--- config.mk ---
export PLATFORM = sky130hd
export DESIGN_NAME = seven_seg_scan_ctrl
export DESIGN_NICKNAME = d
export VERILOG_FILES = /design/src/rtl/seven_seg_scan_ctrl.sv
export SDC_FILE = /design/constraint.sdc
export NUM_CORES = 1
export LEC_CHECK = 0
export ABC_AREA = 0
export CORE_MARGIN = 1
export CORE_UTILIZATION = 37
export CTS_CLUSTER_DIAMETER = 40
export DETAILED_ROUTE_END_ITERATION = 16
export GPL_TIMING_DRIVEN = 0
export PLACE_DENSITY = 0.6
export SYNTH_ARGS = -nofsm -noshare
export SYNTH_HDL_FRONTEND = slang
export SYNTH_SLANG_ARGS = --single-unit
--- constraint.sdc ---
create_clock -name CLK -period 4.05 [get_ports CLK]
set_clock_uncertainty 0.15 [all_clocks]
set_input_delay 0.81 -clock CLK [delete_from_list [all_inputs] [get_ports CLK]]
set_output_delay 0.81 -clock CLK [all_outputs]
set_load 0.02 [all_outputs]
--- src/rtl/seven_seg_scan_ctrl.sv ---
// rtl/seven_seg_scan_ctrl.sv - N-digit multiplexed 7-segment controller with double-dabble BCD conversion
module seven_seg_scan_ctrl #(
    parameter int DIGITS   = 4,
    parameter int WIDTH    = 14,
    parameter int DIV      = 12,
    parameter int BLANK_LZ = 1
) (
    input  logic              CLK,
    input  logic              CLR_N,
    input  logic [WIDTH-1:0]  VAL,
    input  logic              LOAD,
    input  logic [DIGITS-1:0] DP_EN,
    input  logic [3:0]        BRIGHT,
    output logic              BUSY,
    output logic              OVF,
    output logic [DIGITS-1:0] an,
    output logic [7:0]        seg
);

    localparam int BW = 4 * (DIGITS + 1);
    localparam int IW = (DIGITS > 1) ? $clog2(DIGITS) : 1;
    localparam int CW = $clog2(WIDTH + 1);

    function automatic logic [63:0] pow10(input int n);
        logic [63:0] r;
        r = 64'd1;
        for (int i = 0; i < n; i++) r = r * 64'd10;
        return r;
    endfunction

    localparam logic [63:0] LIMIT = pow10(DIGITS);

    typedef enum logic [1:0] {S_IDLE, S_SHIFT, S_DONE} state_t;

    state_t              state, state_nx;
    logic [WIDTH-1:0]    bin_q;
    logic [BW-1:0]       bcd_q, bcd_adj;
    logic [CW-1:0]       cnt_q;
    logic                big_q;
    logic [4*DIGITS-1:0] disp_q;
    logic                ovf_q;
    logic [DIV-1:0]      presc_q;
    logic [IW-1:0]       idx_q;

    always_ff @(posedge CLK or negedge CLR_N) begin
        if (!CLR_N) state <= S_IDLE;
        else        state <= state_nx;
    end

    always_comb begin
        state_nx = state;
        case (state)
            S_IDLE:  if (LOAD) state_nx = S_SHIFT;
            S_SHIFT: if (cnt_q == CW'(WIDTH - 1)) state_nx = S_DONE;
            S_DONE:  state_nx = S_IDLE;
            default: state_nx = S_IDLE;
        endcase
    end

    assign BUSY = (state != S_IDLE);
    assign OVF  = ovf_q;

    always_comb begin
        bcd_adj = '0;
        for (int i = 0; i < DIGITS + 1; i++)
            bcd_adj[4*i +: 4] = (bcd_q[4*i +: 4] >= 4'd5) ? bcd_q[4*i +: 4] + 4'd3 : bcd_q[4*i +: 4];
    end

    // big_q also latches any carry shifted out of the BCD register, so oversized WIDTHs still flag overflow
    always_ff @(posedge CLK or negedge CLR_N) begin
        if (!CLR_N) begin
            bin_q  <= '0;
            bcd_q  <= '0;
            cnt_q  <= '0;
            big_q  <= 1'b0;
            disp_q <= '1;
            ovf_q  <= 1'b0;
        end else begin
            case (state)
                S_IDLE: if (LOAD) begin
                    bin_q <= VAL;
                    bcd_q <= '0;
                    cnt_q <= '0;
                    big_q <= (64'(VAL) >= LIMIT);
                end
                S_SHIFT: begin
                    bcd_q <= {bcd_adj[BW-2:0], bin_q[WIDTH-1]};
                    bin_q <= bin_q << 1;
                    cnt_q <= cnt_q + 1'b1;
                    big_q <= big_q | bcd_adj[BW-1];
                end
                S_DONE: begin
                    disp_q <= bcd_q[4*DIGITS-1:0];
                    ovf_q  <= big_q | (|bcd_q[BW-1:4*DIGITS]);
                end
                default: ;
            endcase
        end
    end

    always_ff @(posedge CLK or negedge CLR_N) begin
        if (!CLR_N) begin
            presc_q <= '0;
            idx_q   <= '0;
        end else begin
            presc_q <= presc_q + 1'b1;
            if (&presc_q) idx_q <= (idx_q == IW'(DIGITS - 1)) ? '0 : idx_q + 1'b1;
        end
    end

    logic              on;
    logic [3:0]        digit;
    logic              dp_sel, blank_sel, zero_above;
    logic [DIGITS-1:0] an_nx;
    logic [7:0]        seg_nx;
    logic [6:0]        pat;

    // Leading-zero test walks down from the top digit; the blank code 4'hF never counts as zero
    always_comb begin
        on         = (presc_q[DIV-1 -: 4] < BRIGHT);
        digit      = 4'hF;
        dp_sel     = 1'b0;
        blank_sel  = 1'b0;
        zero_above = 1'b1;
        an_nx      = '1;
        for (int i = DIGITS - 1; i >= 0; i--) begin
            zero_above = zero_above & (disp_q[4*i +: 4] == 4'd0);
            if (idx_q == IW'(i)) begin
                digit     = disp_q[4*i +: 4];
                dp_sel    = DP_EN[i];
                blank_sel = zero_above && (i != 0) && (BLANK_LZ != 0);
            end
            an_nx[i] = !(on && (idx_q == IW'(i)));
        end
        case (digit)
            4'd0:    pat = 7'b1000000;
            4'd1:    pat = 7'b1111001;
            4'd2:    pat = 7'b0100100;
            4'd3:    pat = 7'b0110000;
            4'd4:    pat = 7'b0011001;
            4'd5:    pat = 7'b0010010;
            4'd6:    pat = 7'b0000010;
            4'd7:    pat = 7'b1111000;
            4'd8:    pat = 7'b0000000;
            4'd9:    pat = 7'b0010000;
            default: pat = 7'h7F;
        endcase
        if (ovf_q)          pat = 7'b0111111;
        else if (blank_sel) pat = 7'h7F;
        seg_nx = on ? {~dp_sel, pat} : 8'hFF;
    end

    always_ff @(posedge CLK or negedge CLR_N) begin
        if (!CLR_N) begin
            an  <= '1;
            seg <= 8'hFF;
        end else begin
            an  <= an_nx;
            seg <= seg_nx;
        end
    end

endmodule

==> results.json <==
{
  "final_nets": 509,
  "gp_congestion": 0.8066,
  "rows": 38,
  "place_ws_ns": 1.300,
  "setup_tns_ns": 0,
  "maxCapViolations": 0,
  "synth_cell_types": 47,
  "grt_overflow": 0,
  "hold_class": "in -> async",
  "post-cts-setup-buffers": 0,
  "syn_inst": 412,
  "htreeDepth": 3,
  "hold_buffers": 0,
  "synth-edff-count": 0,
  "grtUsageTotal_pct": 15.96,
  "drt_iter0_drc": 108,
  "cp-end-kind": "flip-flop",
  "ys_async_sr_fraction_pct": 100.0,
  "r2r_setup_slack_ns": 1.47,
  "rsz0062_at_grt": "no",
  "cts_buffers": 9,
  "syn_nets": 459,
  "synth-seq-cells": 84,
  "hold_viol": 0,
  "ys_seq_area_share_pct": 51.17,
  "n_fill_cell": 1042,
  "initial_core_util_pct": 38.19,
  "antenna_found_initial": 0,
  "cts_tree": "done",
  "yosys_warnings": 0,
  "ys_top_cells_by_area": "dfrtp_1, dfstp_2, ha_1",
  "area.sequential_um2": 2137,
  "ios": 39,
  "cts_resized": 0,
  "r2r-start": "idx_q[0]",
  "setup_violations": 0,
  "min_period_over_period_pct": 63.66,
  "cp_max_fo": 10,
  "grt_pass1_wl_um": 14550,
  "synth_top_area_share_pct": 33.55,
  "powerDensity_nw_per_um2": 642.8,
  "slew_headroom_pct": 61.13,
  "vias": 3080,
  "synth_flop_cell": "dfrtp_1",
  "p_total_w": 0.003244,
  "fin_ws_ns": 1.472,
  "routed_wl_um": 8352,
  "drc": 0,
  "drive_above_1_share_pct": 13.49,
  "io_buffers": 38,
  "grt_max_degree": 70,
  "r2r_end": "seg[6]",
  "leakagePower_nw": 2.130,
  "die_h_um": 108.2,
  "die_width_um": 108.2,
  "dr.pass1.iters": 4,
  "hpwl_um": 6022,
  "syn_to_final_growth_pct": 20.85,
  "clock_path_buffers": 2,
  "worstPathArrival_ns": 2.67,
  "synth_top_cell_by_area": "dfrtp_1",
  "status": "finished clean",
  "wire_per_inst_um": 13.76,
  "clk-insertion-delay-late_ns": 0.33,
  "worst_pin_slew_ns": 0.5830,
  "crit_start": "idx_q[0]",
  "clkTransAtPathRegs_ns": 0.06,
  "synth_area_um2": 4177,
  "drtAntennaViolNets": 0,
  "numClockSinks": 84,
  "rr_worst_depth": 11,
  "start_kind": "flip-flop",
  "die-area_um2": 11720,
  "synth.avg_cell_area_um2": 10.14,
  "multi_input_area_um2": 1883,
  "fp.coreArea_um2": 10940,
  "crit_type": "reg -> reg",
  "slew_viol_final": 0,
  "cp.required_ns": 4.14,
  "viasPerCell": 5.074,
  "fmax_mhz": 387.9,
  "antenna_cells": 0,
  "grt_pass1_vias": 3113,
  "ir_worst_vdd_v": 0.0003827,
  "clock-root-buffer": "clkbuf_16",
  "period_needed_ns": 2.578
}
-- layer usage --
metal	vias up	global-route usage, %	routed length (um)
li1	1541	-	-
met1	1472	20.08	3861
met2	56	26.25	4020
met3	11	3.737	331
met4	0	6.654	138
met5	-	0	0
-- worst max path at each step --
stage / end / slack (ns) / cells after the start
3_3_place_gp: cnt_q[1] / -0.94 / 1
3_5_place_dp: seg[4] / 1.30 / 7
2_1_floorplan: seg[6] / 1.74 / 11
4_1_cts: seg[6] / 1.46 / 11
6_report: seg[6] / 1.47 / 11
5_1_grt: seg[6] / 1.19 / 11
-- area by class of cell --
type                    count  share of cell area (%)
clock buffers              13                   5.354
plain buffers              18                   1.463
flip-flops and latches     84                   42.34
multi-input cells         288                   37.31
inverters                  22                   1.636
well taps                 140                   3.471
repair buffers             39                   8.032
clock inverters             3                  0.3966
-- critical path: stages (launching register included) --
cell and delay [ns]:
dfrtp_1 0.41, inv_1 0.08, ha_1 0.24, buf_2 0.18, nand2_1 0.07, o21ai_0 0.10, a221oi_1 0.53, inv_1 0.10
ha_1 0.23, a2111oi_4 0.21, o21a_1 0.14, a31oi_1 0.04
-- state kept, by name, summed over array words and instances (netlist names) --
register,flops
OVF,1
an,4
bcd_q,20
big_q,1
bin_q,14
cnt_q,4
disp_q,16
idx_q,2
presc_q,12
seg,8
state,2
-- cell usage after synthesis, types with 2 or more instances --
library cell  number
buf_2              2
and4_1             2
a21oi_1           17
nand2_1           38
mux2_2            10
nor3b_1            3
nor2_1            38
o41ai_2            2
o32ai_1            4
ha_1              22
dfrtp_1           56
nand2b_1           9
nor3_1             2
nor4b_1            3
o21a_1             3
nand3_1           22
nand4_1            3
clkbuf_1          12
o21ai_0           38
a32o_1             5
dfstp_2           28
inv_1             22
o211ai_1           3
and3_1             2
nor2b_1            6
buf_1              3
nor4_1             2
and2_1             3
xnor2_1           13
o31ai_1            5
o22ai_1           12
xor2_1             7
-- metrics by stage --
stage | hold slack, ns | instance area (um2) | utilization [%] | cells
floorplan | 0.2870 | 4177 | - | 412
global placement | 0.3044 | 4732 | 43.27 | 590
detailed placement | 0.3097 | 4757 | 43.50 | 591
CTS | 0.1807 | 5047 | 46.16 | 607
global route | 0.1803 | 5047 | 46.16 | 607
finish | 0.1868 | 5047 | 46.16 | 607
-- where the power goes --
group / internal (W) / switching (W)
clock network: 0.000465 / 0.000317
logic: 0.000486 / 0.000649
registers: 0.00113 / 0.000199
-- kinds of logic (layout without fill, tap and decap cells) --
logic type      Yosys count  after routing  synth area share, %
mux                      11             11                2.936
compound gates           99             99                15.82
buf+inv                  40             95                3.745
fa+ha+maj                22             22                6.591
simple gates            136            136                15.55
flops                    84             84                51.17
xor+xnor                 20             20                4.194
-- cell usage in the layout (no fill, tap or decap), types with 13 or more instances in the layout --
cell type / count
nor2_1: 38
ha_1: 22
dfrtp_1: 56
nand3_1: 22
clkdlybuf4s50_1: 37
dfstp_2: 28
inv_1: 22
nand2_1: 38
xnor2_1: 13
a21oi_1: 17
o21ai_0: 38
clkbuf_1: 13
Power figures use the tool's default switching activity.
